File: config.mk
export PLATFORM = sky130hd
export DESIGN_NAME = id_control_unit_flat
export DESIGN_NICKNAME = d
export VERILOG_FILES = /design/src/rtl/id_control_unit_pkg.sv /design/src/rtl/id_control_unit_if.sv /design/src/rtl/id_hazard_detect.sv /design/src/rtl/id_control_unit.sv /design/src/flat_wrapper.sv
export SDC_FILE = /design/constraint.sdc
export NUM_CORES = 1
export LEC_CHECK = 0
export BUFFER_PORTS_ARGS = -buffer_cell sky130_fd_sc_hd__buf_2
export CELL_PAD_IN_SITES_DETAIL_PLACEMENT = 2
export CELL_PAD_IN_SITES_GLOBAL_PLACEMENT = 2
export CORE_ASPECT_RATIO = 0.75
export CORE_UTILIZATION = 25
export CTS_BUF_LIST = sky130_fd_sc_hd__clkbuf_2
export DETAILED_ROUTE_END_ITERATION = 7
export HOLD_SLACK_MARGIN = 0.05
export MAX_ROUTING_LAYER = met4
export PLACE_DENSITY = 0.9
export SLEW_MARGIN = 20
export SYNTH_ARGS = -nofsm -noshare
export SYNTH_HDL_FRONTEND = slang
export SYNTH_HIERARCHICAL = 1
export SYNTH_SLANG_ARGS = --single-unit
File: constraint.sdc
create_clock -name Clock__i -period 4.4 [get_ports Clock__i]
set_clock_uncertainty 0.1 [all_clocks]
set_input_delay 0.88 -clock Clock__i [delete_from_list [all_inputs] [get_ports Clock__i]]
set_output_delay 0.88 -clock Clock__i [all_outputs]
set_load 0.03 [all_outputs]
File: src/rtl/id_control_unit_pkg.sv
// -----------------------------------------------------------------------------
// id_control_unit_pkg
// Shared decode definitions for the ID-stage main control:
//   - MIPS-32 opcode constants for the supported subset
//   - ALUOp encodings consumed by the EX-stage ALU control
//   - ctrl_t   : packed datapath control bundle
//   - idex_t   : full ID/EX pipeline register contents
//   - decode() : opcode -> {legal, rt_used, ctrl}
// -----------------------------------------------------------------------------
package id_control_unit_pkg;

    localparam logic [5:0] OP_RTYPE = 6'b000000;
    localparam logic [5:0] OP_LW    = 6'b100011;
    localparam logic [5:0] OP_SW    = 6'b101011;
    localparam logic [5:0] OP_BEQ   = 6'b000100;
    localparam logic [5:0] OP_ADDI  = 6'b001000;
    localparam logic [5:0] OP_ANDI  = 6'b001100;
    localparam logic [5:0] OP_ORI   = 6'b001101;

    typedef enum logic [2:0] {
        ALUOP_AND   = 3'b000,
        ALUOP_OR    = 3'b001,
        ALUOP_ADD   = 3'b010,
        ALUOP_SUB   = 3'b011,
        ALUOP_RTYPE = 3'b100
    } aluop_e;

    typedef struct packed {
        logic   reg_dst;
        logic   alu_src;
        logic   mem_read;
        logic   mem_write;
        logic   mem_to_reg;
        logic   reg_write;
        logic   branch;
        aluop_e alu_op;
    } ctrl_t;

    // A bubble still carries ALUOp=ADD so the EX ALU sees a harmless op.
    localparam ctrl_t CTRL_BUBBLE = '{
        reg_dst: 1'b0, alu_src: 1'b0, mem_read: 1'b0, mem_write: 1'b0,
        mem_to_reg: 1'b0, reg_write: 1'b0, branch: 1'b0, alu_op: ALUOP_ADD
    };

    typedef struct packed {
        logic        valid;
        ctrl_t       ctrl;
        logic [5:0]  funct;
        logic [4:0]  rs;
        logic [4:0]  rt;
        logic [4:0]  rd;
        logic [31:0] imm;
    } idex_t;

    localparam idex_t IDEX_BUBBLE = '{
        valid: 1'b0, ctrl: CTRL_BUBBLE, funct: 6'd0,
        rs: 5'd0, rt: 5'd0, rd: 5'd0, imm: 32'd0
    };

    typedef struct packed {
        logic  legal;
        logic  rt_used;   // rt is a source operand (hazard relevant)
        ctrl_t ctrl;
    } dec_t;

    function automatic dec_t decode(input logic [5:0] op);
        dec_t d;
        d.legal   = 1'b1;
        d.rt_used = 1'b0;
        d.ctrl    = CTRL_BUBBLE;
        case (op)
            OP_RTYPE: begin
                d.ctrl.alu_op    = ALUOP_RTYPE;
                d.ctrl.reg_dst   = 1'b1;
                d.ctrl.reg_write = 1'b1;
                d.rt_used        = 1'b1;
            end
            OP_LW: begin
                d.ctrl.alu_op     = ALUOP_ADD;
                d.ctrl.alu_src    = 1'b1;
                d.ctrl.mem_read   = 1'b1;
                d.ctrl.mem_to_reg = 1'b1;
                d.ctrl.reg_write  = 1'b1;
            end
            OP_SW: begin
                d.ctrl.alu_op    = ALUOP_ADD;
                d.ctrl.alu_src   = 1'b1;
                d.ctrl.mem_write = 1'b1;
                d.rt_used        = 1'b1;
            end
            OP_BEQ: begin
                d.ctrl.alu_op = ALUOP_SUB;
                d.ctrl.branch = 1'b1;
                d.rt_used     = 1'b1;
            end
            OP_ADDI: begin
                d.ctrl.alu_op    = ALUOP_ADD;
                d.ctrl.alu_src   = 1'b1;
                d.ctrl.reg_write = 1'b1;
            end
            OP_ANDI: begin
                d.ctrl.alu_op    = ALUOP_AND;
                d.ctrl.alu_src   = 1'b1;
                d.ctrl.reg_write = 1'b1;
            end
            OP_ORI: begin
                d.ctrl.alu_op    = ALUOP_OR;
                d.ctrl.alu_src   = 1'b1;
                d.ctrl.reg_write = 1'b1;
            end
            default: d.legal = 1'b0;
        endcase
        return d;
    endfunction

endpackage

File: src/rtl/id_control_unit_if.sv
// -----------------------------------------------------------------------------
// id_control_unit_if
// Bundles the IF/ID inputs and ID/EX outputs of id_control_unit.
//   slave  : the control unit (consumes instruction, drives ID/EX controls)
//   master : the surrounding pipeline / testbench
// Signals: Instr__i, InstrValid__i, Flush__i -> unit;
//          Stall__o, IllegalOp__o, Valid__o, ALUOp__o, ALUFunction__o,
//          RegDst..Branch, Rs/Rt/Rd__o, Imm__o, StallCount__o, FlushCount__o <- unit
// -----------------------------------------------------------------------------
interface id_control_unit_if;
    logic [31:0] Instr__i;
    logic        InstrValid__i;
    logic        Flush__i;
    logic        Stall__o;
    logic        IllegalOp__o;
    logic        Valid__o;
    logic [2:0]  ALUOp__o;
    logic [5:0]  ALUFunction__o;
    logic        RegDst__o;
    logic        ALUSrc__o;
    logic        MemRead__o;
    logic        MemWrite__o;
    logic        MemToReg__o;
    logic        RegWrite__o;
    logic        Branch__o;
    logic [4:0]  Rs__o;
    logic [4:0]  Rt__o;
    logic [4:0]  Rd__o;
    logic [31:0] Imm__o;
    logic [15:0] StallCount__o;
    logic [15:0] FlushCount__o;

    modport slave (
        input  Instr__i, InstrValid__i, Flush__i,
        output Stall__o, IllegalOp__o, Valid__o, ALUOp__o, ALUFunction__o,
               RegDst__o, ALUSrc__o, MemRead__o, MemWrite__o, MemToReg__o,
               RegWrite__o, Branch__o, Rs__o, Rt__o, Rd__o, Imm__o,
               StallCount__o, FlushCount__o
    );

    modport master (
        output Instr__i, InstrValid__i, Flush__i,
        input  Stall__o, IllegalOp__o, Valid__o, ALUOp__o, ALUFunction__o,
               RegDst__o, ALUSrc__o, MemRead__o, MemWrite__o, MemToReg__o,
               RegWrite__o, Branch__o, Rs__o, Rt__o, Rd__o, Imm__o,
               StallCount__o, FlushCount__o
    );
endinterface

File: src/rtl/id_hazard_detect.sv
// -----------------------------------------------------------------------------
// id_hazard_detect
// Combinational load-use hazard check between the instruction in ID and a
// load sitting in ID/EX.
// Ports:
//   InstrValid_i, Flush_i : ID slot qualifiers (a flushed slot never stalls)
//   IdRs_i, IdRt_i        : ID-stage source specifiers
//   RtUsed_i              : ID instruction reads rt as a source
//   ExValid_i, ExMemRead_i, ExRt_i : ID/EX register state
//   Stall_o               : freeze PC and IF/ID, bubble ID/EX
// -----------------------------------------------------------------------------
module id_hazard_detect (
    input  logic       InstrValid_i,
    input  logic       Flush_i,
    input  logic [4:0] IdRs_i,
    input  logic [4:0] IdRt_i,
    input  logic       RtUsed_i,
    input  logic       ExValid_i,
    input  logic       ExMemRead_i,
    input  logic [4:0] ExRt_i,
    output logic       Stall_o
);
    logic rs_hit;
    logic rt_hit;

    assign rs_hit  = (ExRt_i == IdRs_i);
    assign rt_hit  = RtUsed_i & (ExRt_i == IdRt_i);
    // $0 is hardwired, so a load targeting it never produces a dependency.
    assign Stall_o = InstrValid_i & ~Flush_i & ExValid_i & ExMemRead_i &
                     (ExRt_i != 5'd0) & (rs_hit | rt_hit);
endmodule

File: src/rtl/id_control_unit.sv
// -----------------------------------------------------------------------------
// id_control_unit
// ID-stage main control: decodes the IF/ID instruction, registers controls and
// operand fields into ID/EX, detects load-use hazards and inserts bubbles on
// stall, flush, invalid or illegal instructions.
// Ports:
//   Clock__i : clock, rising edge
//   Reset__i : asynchronous active-high reset (all outputs -> bubble)
//   bus      : id_control_unit_if.slave (instruction in, ID/EX controls out)
// Optional feature: `define ID_CTRL_PERF_EN adds 16-bit saturating stall/flush
// counters; otherwise StallCount__o/FlushCount__o are tied to 0.
// -----------------------------------------------------------------------------
module id_control_unit
    import id_control_unit_pkg::*;
(
    input  logic             Clock__i,
    input  logic             Reset__i,
    id_control_unit_if.slave bus
);
    dec_t  dec;
    idex_t idex_d, idex_q;
    logic  ill_d, ill_q;
    logic  stall;

    assign dec = decode(bus.Instr__i[31:26]);

    id_hazard_detect u_hazard (
        .InstrValid_i (bus.InstrValid__i),
        .Flush_i      (bus.Flush__i),
        .IdRs_i       (bus.Instr__i[25:21]),
        .IdRt_i       (bus.Instr__i[20:16]),
        .RtUsed_i     (dec.rt_used),
        .ExValid_i    (idex_q.valid),
        .ExMemRead_i  (idex_q.ctrl.mem_read),
        .ExRt_i       (idex_q.rt),
        .Stall_o      (stall)
    );

    always_comb begin
        idex_d = IDEX_BUBBLE;
        if (!bus.Flush__i && !stall && bus.InstrValid__i && dec.legal) begin
            idex_d.valid = 1'b1;
            idex_d.ctrl  = dec.ctrl;
            idex_d.funct = bus.Instr__i[5:0];
            idex_d.rs    = bus.Instr__i[25:21];
            idex_d.rt    = bus.Instr__i[20:16];
            idex_d.rd    = bus.Instr__i[15:11];
            idex_d.imm   = {{16{bus.Instr__i[15]}}, bus.Instr__i[15:0]};
        end
    end

    assign ill_d = bus.InstrValid__i & ~bus.Flush__i & ~dec.legal;

    always_ff @(posedge Clock__i or posedge Reset__i) begin
        if (Reset__i) begin
            idex_q <= IDEX_BUBBLE;
            ill_q  <= 1'b0;
        end else begin
            idex_q <= idex_d;
            ill_q  <= ill_d;
        end
    end

    assign bus.Stall__o       = stall;
    assign bus.IllegalOp__o   = ill_q;
    assign bus.Valid__o       = idex_q.valid;
    assign bus.ALUOp__o       = idex_q.ctrl.alu_op;
    assign bus.ALUFunction__o = idex_q.funct;
    assign bus.RegDst__o      = idex_q.ctrl.reg_dst;
    assign bus.ALUSrc__o      = idex_q.ctrl.alu_src;
    assign bus.MemRead__o     = idex_q.ctrl.mem_read;
    assign bus.MemWrite__o    = idex_q.ctrl.mem_write;
    assign bus.MemToReg__o    = idex_q.ctrl.mem_to_reg;
    assign bus.RegWrite__o    = idex_q.ctrl.reg_write;
    assign bus.Branch__o      = idex_q.ctrl.branch;
    assign bus.Rs__o          = idex_q.rs;
    assign bus.Rt__o          = idex_q.rt;
    assign bus.Rd__o          = idex_q.rd;
    assign bus.Imm__o         = idex_q.imm;

`ifdef ID_CTRL_PERF_EN
    logic [15:0] stall_cnt_d, stall_cnt_q;
    logic [15:0] flush_cnt_d, flush_cnt_q;

    always_comb begin
        stall_cnt_d = stall_cnt_q;
        flush_cnt_d = flush_cnt_q;
        if (stall && stall_cnt_q != 16'hFFFF)
            stall_cnt_d = stall_cnt_q + 16'd1;
        // Only flushes that kill a real instruction are counted.
        if (bus.Flush__i && bus.InstrValid__i && flush_cnt_q != 16'hFFFF)
            flush_cnt_d = flush_cnt_q + 16'd1;
    end

    always_ff @(posedge Clock__i or posedge Reset__i) begin
        if (Reset__i) begin
            stall_cnt_q <= 16'd0;
            flush_cnt_q <= 16'd0;
        end else begin
            stall_cnt_q <= stall_cnt_d;
            flush_cnt_q <= flush_cnt_d;
        end
    end

    assign bus.StallCount__o = stall_cnt_q;
    assign bus.FlushCount__o = flush_cnt_q;
`else
    assign bus.StallCount__o = 16'd0;
    assign bus.FlushCount__o = 16'd0;
`endif

endmodule

File: src/flat_wrapper.sv
// flat-port wrapper written by rule: the top's interface ports become plain ports
module id_control_unit_flat import id_control_unit_pkg::*;
  (Clock__i, Reset__i, bus_Instr__i, bus_InstrValid__i, bus_Flush__i, bus_Stall__o, bus_IllegalOp__o, bus_Valid__o, bus_ALUOp__o, bus_ALUFunction__o, bus_RegDst__o, bus_ALUSrc__o, bus_MemRead__o, bus_MemWrite__o, bus_MemToReg__o, bus_RegWrite__o, bus_Branch__o, bus_Rs__o, bus_Rt__o, bus_Rd__o, bus_Imm__o, bus_StallCount__o, bus_FlushCount__o);
  id_control_unit_if bus_i ();
  input  logic Clock__i;
  input  logic Reset__i;
  input wire logic [$bits(bus_i.Instr__i)-1:0] bus_Instr__i;
  input wire logic [$bits(bus_i.InstrValid__i)-1:0] bus_InstrValid__i;
  input wire logic [$bits(bus_i.Flush__i)-1:0] bus_Flush__i;
  output wire logic [$bits(bus_i.Stall__o)-1:0] bus_Stall__o;
  output wire logic [$bits(bus_i.IllegalOp__o)-1:0] bus_IllegalOp__o;
  output wire logic [$bits(bus_i.Valid__o)-1:0] bus_Valid__o;
  output wire logic [$bits(bus_i.ALUOp__o)-1:0] bus_ALUOp__o;
  output wire logic [$bits(bus_i.ALUFunction__o)-1:0] bus_ALUFunction__o;
  output wire logic [$bits(bus_i.RegDst__o)-1:0] bus_RegDst__o;
  output wire logic [$bits(bus_i.ALUSrc__o)-1:0] bus_ALUSrc__o;
  output wire logic [$bits(bus_i.MemRead__o)-1:0] bus_MemRead__o;
  output wire logic [$bits(bus_i.MemWrite__o)-1:0] bus_MemWrite__o;
  output wire logic [$bits(bus_i.MemToReg__o)-1:0] bus_MemToReg__o;
  output wire logic [$bits(bus_i.RegWrite__o)-1:0] bus_RegWrite__o;
  output wire logic [$bits(bus_i.Branch__o)-1:0] bus_Branch__o;
  output wire logic [$bits(bus_i.Rs__o)-1:0] bus_Rs__o;
  output wire logic [$bits(bus_i.Rt__o)-1:0] bus_Rt__o;
  output wire logic [$bits(bus_i.Rd__o)-1:0] bus_Rd__o;
  output wire logic [$bits(bus_i.Imm__o)-1:0] bus_Imm__o;
  output wire logic [$bits(bus_i.StallCount__o)-1:0] bus_StallCount__o;
  output wire logic [$bits(bus_i.FlushCount__o)-1:0] bus_FlushCount__o;
  assign bus_i.Instr__i = bus_Instr__i;
  assign bus_i.InstrValid__i = bus_InstrValid__i;
  assign bus_i.Flush__i = bus_Flush__i;
  assign bus_Stall__o = bus_i.Stall__o;
  assign bus_IllegalOp__o = bus_i.IllegalOp__o;
  assign bus_Valid__o = bus_i.Valid__o;
  assign bus_ALUOp__o = bus_i.ALUOp__o;
  assign bus_ALUFunction__o = bus_i.ALUFunction__o;
  assign bus_RegDst__o = bus_i.RegDst__o;
  assign bus_ALUSrc__o = bus_i.ALUSrc__o;
  assign bus_MemRead__o = bus_i.MemRead__o;
  assign bus_MemWrite__o = bus_i.MemWrite__o;
  assign bus_MemToReg__o = bus_i.MemToReg__o;
  assign bus_RegWrite__o = bus_i.RegWrite__o;
  assign bus_Branch__o = bus_i.Branch__o;
  assign bus_Rs__o = bus_i.Rs__o;
  assign bus_Rt__o = bus_i.Rt__o;
  assign bus_Rd__o = bus_i.Rd__o;
  assign bus_Imm__o = bus_i.Imm__o;
  assign bus_StallCount__o = bus_i.StallCount__o;
  assign bus_FlushCount__o = bus_i.FlushCount__o;
  id_control_unit u_core (.Clock__i(Clock__i), .Reset__i(Reset__i), .bus(bus_i));
endmodule
; ---- Word level (Yosys, flattened, before mapping)
; Index checks and enable logic that the tools add are counted.
[op_classes]
n_eq_ne = 8
mux = 10
bitwise = 10
n_reduce_logical = 11
[op_table]
columns = cell, n
row1 = two-way mux 64 bit, 1
row2 = "== test 6 x 4 -> 1 bit, second input constant", 3
row3 = "== test 6 bit, second input constant", 2
row4 = one-hot mux 3 bit (4 select lines), 1
row5 = == test 5 bit, 2
row6 = OR reduction 5 bit, 2
row7 = two-way mux 1 bit, 8
row8 = bitwise AND 1 bit, 7
row9 = OR reduction 7 bit, 1
row10 = "== test 6 x 3 -> 1 bit, second input constant", 1
row11 = zero test 6 bit, 1
row12 = nonzero test 5 bit, 1
row13 = logical AND 1 bit, 3
row14 = OR reduction 3 bit, 1
row15 = zero test 1 bit, 2
row16 = inverter 1 bit, 2
row17 = bitwise OR 1 bit, 1
[totals]
register_bits = 65
out_inout_bits = 98

; ---- Depth between registers and ports, before layout
; Gate-level depths: netlist of run 1.
[depth]
depth_word = 11
depth_mapped = 10
mapped_depth_nobuf = 8

; ---- By module
; Netlist of run 1, hierarchy kept.
[modules_own_cells]
columns = mod, n_inst, cells_per_inst, area_per_inst_um2, seq_area_each_um2
row1 = id_control_unit, 1, 168, 1811.7, 927.1
row2 = id_hazard_detect, 1, 18, 141.4, 0.0

; ---- Worst setup path after synthesis of run 1
; OpenSTA, ideal clock, no wires.
[synth_path]
path_type = input port to output port
startpoint = input bus_Instr__i[27]
endpoint = output bus_Stall__o
arrival_ns = 2.304
required_ns = 3.420
path_slack_ns = 1.116
path_stages = 5
n_path_buf = 0
path_cell_list = or2_4 -> or3_1 -> a21oi_1 -> nand3_1 -> a221oi_2
[synth_rtl]
columns = element, line
row1 = from (decl), flat_wrapper.sv:7  ; input wire logic [$bits(bus_i.Instr__i)-1:0] bus_Instr__i;
row2 = to (decl), flat_wrapper.sv:10  ; output wire logic [$bits(bus_i.Stall__o)-1:0] bus_Stall__o;

==> metrics.log, run 1 <==
INFO  metric grt_max_degree = 29
INFO  metric slowest_stage = a221oi_2
INFO  metric fillers = 858
INFO  metric hold_ws = 527 ps
INFO  metric final_layout_net_count = about 300
INFO  metric postCtsSetupRepairBufs = 0
INFO  metric max_stage_delay = 390 ps
INFO  metric post-route-period-util = 0.817
INFO  metric clock_path_buffers = 2
INFO  metric initial_utilization = 0.262
INFO  metric mostFrequentLayoutCell = buf_2
INFO  metric cts_buffer_count = 5
INFO  metric htreeDepth = 2
INFO  metric layout_common_cells = 101 x buf_2, 36 x dfrtp_1, 32 x conb_1, 26 x and3_1, 8 x xor2_1
INFO  metric root_buffer_master = clkbuf_2
INFO  metric global_route_wire_length_before_repair = 7960 µm
INFO  metric gpl.final_weighted_congestion = roughly 0.76
INFO  metric area.growth.synth_to_final = 17.4%
INFO  metric globalRouteMet3Util = 0.0390
INFO  metric yosys_warnings = 6
INFO  metric vdd.ir_drop.worst = 0.153 mV
INFO  metric detailedRoute.firstIterationViolations = 50
INFO  metric detail-route-antenna-nets = 0
INFO  metric cts_hold_buf = 0
INFO  metric fraction_of_final_layout_cells_sized_beyond_drive_strength_1 = 0.441
INFO  metric data_arrival_time_at_the_worst_slack_endpoint = 2610 ps
INFO  metric die_height = about 79 µm
INFO  metric syn-cell-area = 1950 µm²
INFO  metric post-route-drc-count = 0
INFO  metric vias = 1413
INFO  metric startpoint_type = input port
INFO  metric worst_pin_slew = between 800 and 900 ps
INFO  metric synthDominantCellAreaShare = 0.461
INFO  metric required_time_of_the_critical_path = 3420 ps
INFO  metric final-hold-violation-count = 0
INFO  metric fraction_of_registers_with_async_set_reset = 1.00
INFO  metric seq_area_frac_synth = 0.475
INFO  metric slew_headroom = 0.438
INFO  metric p_leak = 1.44 nW
INFO  metric grt.met1_usage = 0.146
INFO  metric buffer_ports.inserted = 101
INFO  metric worst_setup_hold_path_clk_slew = 210 ps
INFO  metric grt_overflow_total = 0
INFO  metric hold_path_class = in2async
INFO  metric setup-violations-final = 0
INFO  metric synthesis.instances = around 190
INFO  metric die_x = ~100 µm
INFO  metric ys_dominant_reg_cell = dfrtp_1
INFO  metric power.density_cell_area = 291 nW/µm²
INFO  metric wl_per_cell = between 10 and 15 µm
INFO  metric path_common_cell = buf_2
INFO  metric drt-vias-per-instance = about 4
INFO  metric design.core.area = 7470 µm²
INFO  metric antenna_found_initial = 0
INFO  metric place.detailed.hpwl = roughly 4100 µm
INFO  metric synth_edf_count = 0
INFO  metric post_synth.cell_area_avg = roughly 11 µm²
INFO  metric distinct_cell_type_count_of_the_synthesized_netlist = 29
INFO  metric critPathCaptureType = primary output
INFO  metric status = finished clean
INFO  metric critical_path.cell_chain = buf_2 > nand4b_1 > or2_1 > a21oi_1 > nand3_1 > a221oi_2 > buf_2
INFO  metric biggest_area_contributors_in_the_synthesized_netlist = dfrtp_1 46%, buf_4 23%, and3_1 8.3%
INFO  metric timing.setup.critical_path_class = in2out
INFO  metric max_slew_vio_count = 0
INFO  metric global_route.usage.met2 = 0.231
INFO  metric drt-pass1-iter-count = 4
INFO  metric unrepaired_setup_endpoints_after_global_routing = no
INFO  metric clock_insertion_delay_worst_skew = between 300 and 400 ps
INFO  metric clock.fmax = 0.278 GHz
INFO  metric vias_in_the_first_global_route = 1466
INFO  metric floorplan.die_area = 8170 µm²
INFO  metric tritoncts = yes
INFO  metric drt-total-wl = 5170 µm
INFO  metric grt_usage = 0.132
INFO  metric numClockSinks = 37
INFO  metric synth.ff_latch_count = 37
INFO  metric final_period_minus_worst_setup_slack = 3590 ps
INFO  metric gr-max-usage-layer = met2
INFO  metric rows = 27
INFO  metric cts-resized-gates = 0
INFO  metric io-pin-count = 134
INFO  metric worstPathMaxFanout = 10
INFO  metric max_cap_violation_count = 0
INFO  metric antenna_cells = 0
INFO  metric tns = 0 ps
INFO  metric synth_top_area_cell = dfrtp_1
[logic make-up (layout without fill, tap and decap cells)]
logic type / count (synthesis) / count (layout) / synth area share
AOI/OAI and AO/OA: 9 / 9 / 0.0365
xor gates and xnor gates: 11 / 11 / 0.0493
buffers and inverters: 70 / 114 / 0.261
DFF: 37 / 37 / 0.475
other: 1 / 32 / 0.00192
and+or+nand+nor: 58 / 58 / 0.176
[per-layer routing]
layer  wire length (µm)  vias to the layer above
met2               2630                       78
met1               2120                      671
met5                  0                        -
met3                372                        2
li1                   -                      662
met4                 40                        0
[state kept, by name, indices dropped and copies added, names as in the netlist, 3 cells and up]
register             flops
u_core/bus.ALUOp__o      3
u_core/bus.Imm__o       16
u_core/bus.Rs__o         5
u_core/bus.Rt__o         5
[area by class of cell]
class	instances	area, µm²	share of cell area
Clock buffer	5	25.0	0.0109
Clock inverter	3	41.3	0.0180
Inverter	3	11.3	0.00491
Tap cell	101	126	0.0551
Multi-Input combinational cell	110	641	0.279
Timing Repair Buffer	103	520	0.227
Sequential cell	37	927	0.404
[final timing paths]
path	cells past startpoint	slack, ps	end	start
worst max-delay path	7	810	bus_Stall__o	bus_Instr__i[26]
min in group Clock__i	2	610	u_core/bus.Imm__o[6]	bus_Instr__i[6]
worst min-delay path	2	530	u_core/bus.Imm__o[1]	Reset__i
worst max register to register	5	2050	u_core/bus.Imm__o[13]	u_core/bus.Rt__o[0]
worst min register to register	4	1050	u_core/bus.ALUSrc__o	u_core/bus.Valid__o
max in group asynchronous	3	2850	u_core/bus.ALUOp__o[1]	Reset__i
[Yosys cell counts (2+ instances only)]
cell      count
inv_1         3
and2_1        2
xnor2_1       3
and3_1       26
nand2_1       2
buf_4        61
or3_1         2
nand2b_1      3
nand3_1       4
a21oi_1       4
buf_2         3
dfrtp_1      36
nor2_1        7
nor3_1        6
buf_6         2
xor2_1        8
nand4b_1      2
[through the flow]
stage | total power, mW | util | worst slack [ps] | cells | instance area (µm²)
2_1_floorplan | 0.455 | - | 1120 | 217 | 2070
3_3_place_gp | 0.460 | 0.298 | 926 | 354 | 2230
3_5_place_dp | 0.463 | 0.298 | 832 | 354 | 2230
4_1_cts | 0.680 | 0.307 | 794 | 362 | 2290
5_1_grt | 0.703 | 0.307 | 654 | 362 | 2290
6_report | 0.667 | 0.307 | 806 | 362 | 2290
[critical path, delay by kind of cell]
family	cells	cell delay, ps
buffers and inverters	2	480
and+or+nand+nor	3	700
AOI/OAI and AO/OA	2	550
[report_power, final]
part	internal, mW	leakage, nW	switching [mW]
combinational	0.0261	0.897	0.0846
sequential	0.344	0.511	0.00190
clock	0.0942	0.0366	0.117
total	0.464	1.44	0.203
(Power assumes the default switching activity.)
==> run 2, diff against run 1 <==
--- a/config.mk
+++ b/config.mk
@@ -9,12 +9,12 @@
 export CELL_PAD_IN_SITES_DETAIL_PLACEMENT = 2
 export CELL_PAD_IN_SITES_GLOBAL_PLACEMENT = 2
 export CORE_ASPECT_RATIO = 0.75
-export CORE_UTILIZATION = 25
+export CORE_UTILIZATION = 21
 export CTS_BUF_LIST = sky130_fd_sc_hd__clkbuf_2
 export DETAILED_ROUTE_END_ITERATION = 7
 export HOLD_SLACK_MARGIN = 0.05
 export MAX_ROUTING_LAYER = met4
-export PLACE_DENSITY = 0.9
+export PLACE_DENSITY = 0.81
 export SLEW_MARGIN = 20
 export SYNTH_ARGS = -nofsm -noshare
 export SYNTH_HDL_FRONTEND = slang
==> constraint.sdc (replaced) <==
create_clock -name Clock__i -period 3.3 [get_ports Clock__i]
set_clock_uncertainty 0.1 [all_clocks]
set_input_delay 0.66 -clock Clock__i [delete_from_list [all_inputs] [get_ports Clock__i]]
set_output_delay 0.66 -clock Clock__i [all_outputs]
set_load 0.03 [all_outputs]
==> run 2 against run 1 <==
Setup slack lost 490 ps. Global-route usage is 2.3 points lower. Wire length is 1.8% lower. Via count grew 2.6%. Non-clock buffer count grew 2. Final cell count is 8.0% higher. Critical endpoint unchanged. Largest power group unchanged.
==> metrics.log, run 2 (synthesis gave the netlist of run 1 again) <==
INFO  metric initial_utilization = 0.216 (-0.0457)
INFO  metric grt_usage = 0.109 (-0.0228)
INFO  metric drt-total-wl = 5080 µm (-1.8%)
INFO  metric timing.setup.critical_path_class = in2out
INFO  metric startpoint_type = input port
INFO  metric grt_overflow_total = 0 (unchanged)
INFO  metric critical_path.reg2reg.startpoint = u_core/bus.Rt__o[1]
INFO  metric largest_reg_flops = 16 (unchanged)
INFO  metric final_period_minus_worst_setup_slack = around 3000 ps
INFO  metric cts-resized-gates = 0 (unchanged)
INFO  metric tns = 0 ps (unchanged)
INFO  metric detailedRoute.firstIterationViolations = 32 (-36%)
INFO  metric worst_setup_hold_path_clk_slew = 190 ps (-20 ps)
INFO  metric post-route-drc-count = 0 (unchanged)
INFO  metric max_stage_delay = 330 ps (-60 ps)
INFO  metric max_cap_violation_count = 0 (unchanged)
INFO  metric r2r.worst_path.cells = 8 (+3)
INFO  metric final_layout_net_count = 298 (+0.68%)
INFO  metric unrepaired_setup_endpoints_after_global_routing = no
INFO  metric floorplan.die_area = 9690 µm² (+19%)
INFO  metric fraction_of_final_layout_cells_sized_beyond_drive_strength_1 = 0.445 (+0.00425)
INFO  metric status = finished clean
INFO  metric vias_in_the_first_global_route = 1457 (-0.61%)
INFO  metric antenna_found_initial = 0 (unchanged)
INFO  metric slowest_stage = or3_1
INFO  metric postCtsSetupRepairBufs = 0 (unchanged)
INFO  metric clock_insertion_delay_worst_skew = 370 ps (about the same)
INFO  metric layout_common_cells = 101 x buf_2, 36 x dfrtp_1, 32 x conb_1, 26 x and3_1, 8 x xor2_1
INFO  metric design.core.area = 9050 µm² (+21%)
INFO  metric worst_pin_slew = 742 ps (-100 ps)
INFO  metric timing.rr.end = u_core/bus.ALUOp__o[0]
INFO  metric final-hold-violation-count = 0 (unchanged)
INFO  metric global_route_wire_length_before_repair = 7580 µm (-4.8%)
INFO  metric place_area = 2290 µm² (+2.8%)
INFO  metric hold_path_class = in2async
INFO  metric required_time_of_the_critical_path = 2540 ps (-880 ps)
INFO  metric critPathCaptureType = primary output
INFO  metric crit_start = bus_Instr__i[27]
INFO  metric cts_hold_buf = 0 (unchanged)
INFO  metric io-pin-count = 134 (unchanged)
INFO  metric antenna_cells = 0 (unchanged)
INFO  metric numClockSinks = 37 (unchanged)
INFO  metric wl_per_cell = 13.0 µm (-9.1%)
INFO  metric rows = 30 (+11%)
INFO  metric clock_path_buffers = 2 (unchanged)
INFO  metric die_height = 85.5 µm (+8.9%)
INFO  metric gpl.final_weighted_congestion = 0.771 (+1.3%)
INFO  metric mostFrequentLayoutCell = buf_2
INFO  metric drt-vias-per-instance = 3.71 (-5.0%)
INFO  metric drt-pass1-iter-count = 4 (unchanged)
INFO  metric max_slew_vio_count = 0 (unchanged)
INFO  metric area.growth.synth_to_final = 20.4%
INFO  metric place.detailed.hpwl = 4040 µm (-0.91%)
INFO  metric vias = 1450 (+2.6%)
INFO  metric fin_area = 2350 µm² (+2.6%)
INFO  metric post-route-period-util = 0.904
INFO  metric critical_path.cell_chain = buf_2 > or2_4 > or3_1 > a21oi_1 > nand3_1 > a221oi_2 > buf_2
INFO  metric path_common_cell = buf_2
INFO  metric htreeDepth = 2 (unchanged)
INFO  metric setup-violations-final = 0 (unchanged)
INFO  metric data_arrival_time_at_the_worst_slack_endpoint = 2220 ps (-390 ps)
INFO  metric detail-route-antenna-nets = 0 (unchanged)
INFO  metric die_x = 113 µm (+8.9%)
INFO  metric tritoncts = yes
INFO  metric slew_headroom = 0.504 (+0.0655)
INFO  metric setup.reg_to_reg.worst_slack = 870 ps (-1180 ps)
INFO  metric clock.fmax = 0.335 GHz
INFO  metric grt_max_degree = 29 (unchanged)
INFO  metric vdd.ir_drop.worst = 0.111 mV (-28%)
INFO  metric root_buffer_master = clkbuf_2
INFO  metric p_leak = 1.46 nW (+0.98%)
INFO  metric power.density_cell_area = 379 nW/µm² (+30%)
INFO  metric cts_buffer_count = 5 (unchanged)
INFO  metric timing.critical_path.to = bus_Stall__o
INFO  metric worstPathMaxFanout = 5 (-5)
INFO  metric buffer_ports.inserted = 101 (unchanged)
==> run 2: cell count changes in the layout (fill, tap and decap cells not counted), sizes merged <==
cell | before | now
buf | 103 | 105
clkinvlp | 1 | 0
clkbuf | 5 | 6
inv | 3 | 2
clkinv | 1 | 2
==> run 2: worst max-delay path: cells and delay by family <==
kind / cells / cell delay (ps)
AO/OA/AOI/OAI: 2 / 470
buffers and inverters: 2 / 370
AND/OR/NAND/NOR: 3 / 710
==> run 2: power by group <==
part / switching [mW] / internal [mW] / leakage, nW
clock: 0.151 / 0.129 / 0.0406
sequential: 0.00249 / 0.459 / 0.511
combinational: 0.113 / 0.0365 / 0.907
total: 0.267 / 0.625 / 1.46
==> run 2: layout make-up <==
class / instances / area (µm²)
multi-input combinational: 110 / 641
clock inverter: 2 / 33.8
tap: 128 / 160
sequential: 37 / 927
clock buffer: 6 / 30.0
timing repair buffer: 105 / 548
inverter: 3 / 11.3
fill: 1032 / 6700
==> run 2: how the worst min path moves through the flow <==
stage          slack, ps  cells after the start        startpoint                 endpoint
2_1_floorplan        680                      2  bus_Instr__i[30]  u_core/bus.IllegalOp__o
3_3_place_gp         610                      2          Reset__i     u_core/bus.Imm__o[6]
3_5_place_dp         620                      2          Reset__i     u_core/bus.Imm__o[6]
4_1_cts              140                      2          Reset__i     u_core/bus.Imm__o[6]
5_1_grt              160                      2          Reset__i     u_core/bus.Imm__o[6]
6_report             160                      2          Reset__i     u_core/bus.Imm__o[6]
==> run 2: routing by layer <==
metal	vias up	part of all wire	GRT usage
met4	0	0.013	0.0467
met3	6	0.069	0.0226
met1	699	0.44	0.133
met5	-	0	-
li1	666	-	-
met2	79	0.47	0.176
==> run 2: through the flow <==
stage | utilization | setup WS [ps] | hold WS [ps] | power [mW] | cells
after floorplan | - | 456 | 681 | 0.606 | 217
after global placement | 0.253 | 348 | 609 | 0.617 | 383
after detailed placement | 0.253 | 303 | 616 | 0.621 | 383
after CTS | 0.260 | 295 | 140 | 0.914 | 391
after global routing | 0.260 | 229 | 157 | 0.938 | 391
final | 0.260 | 316 | 159 | 0.892 | 391
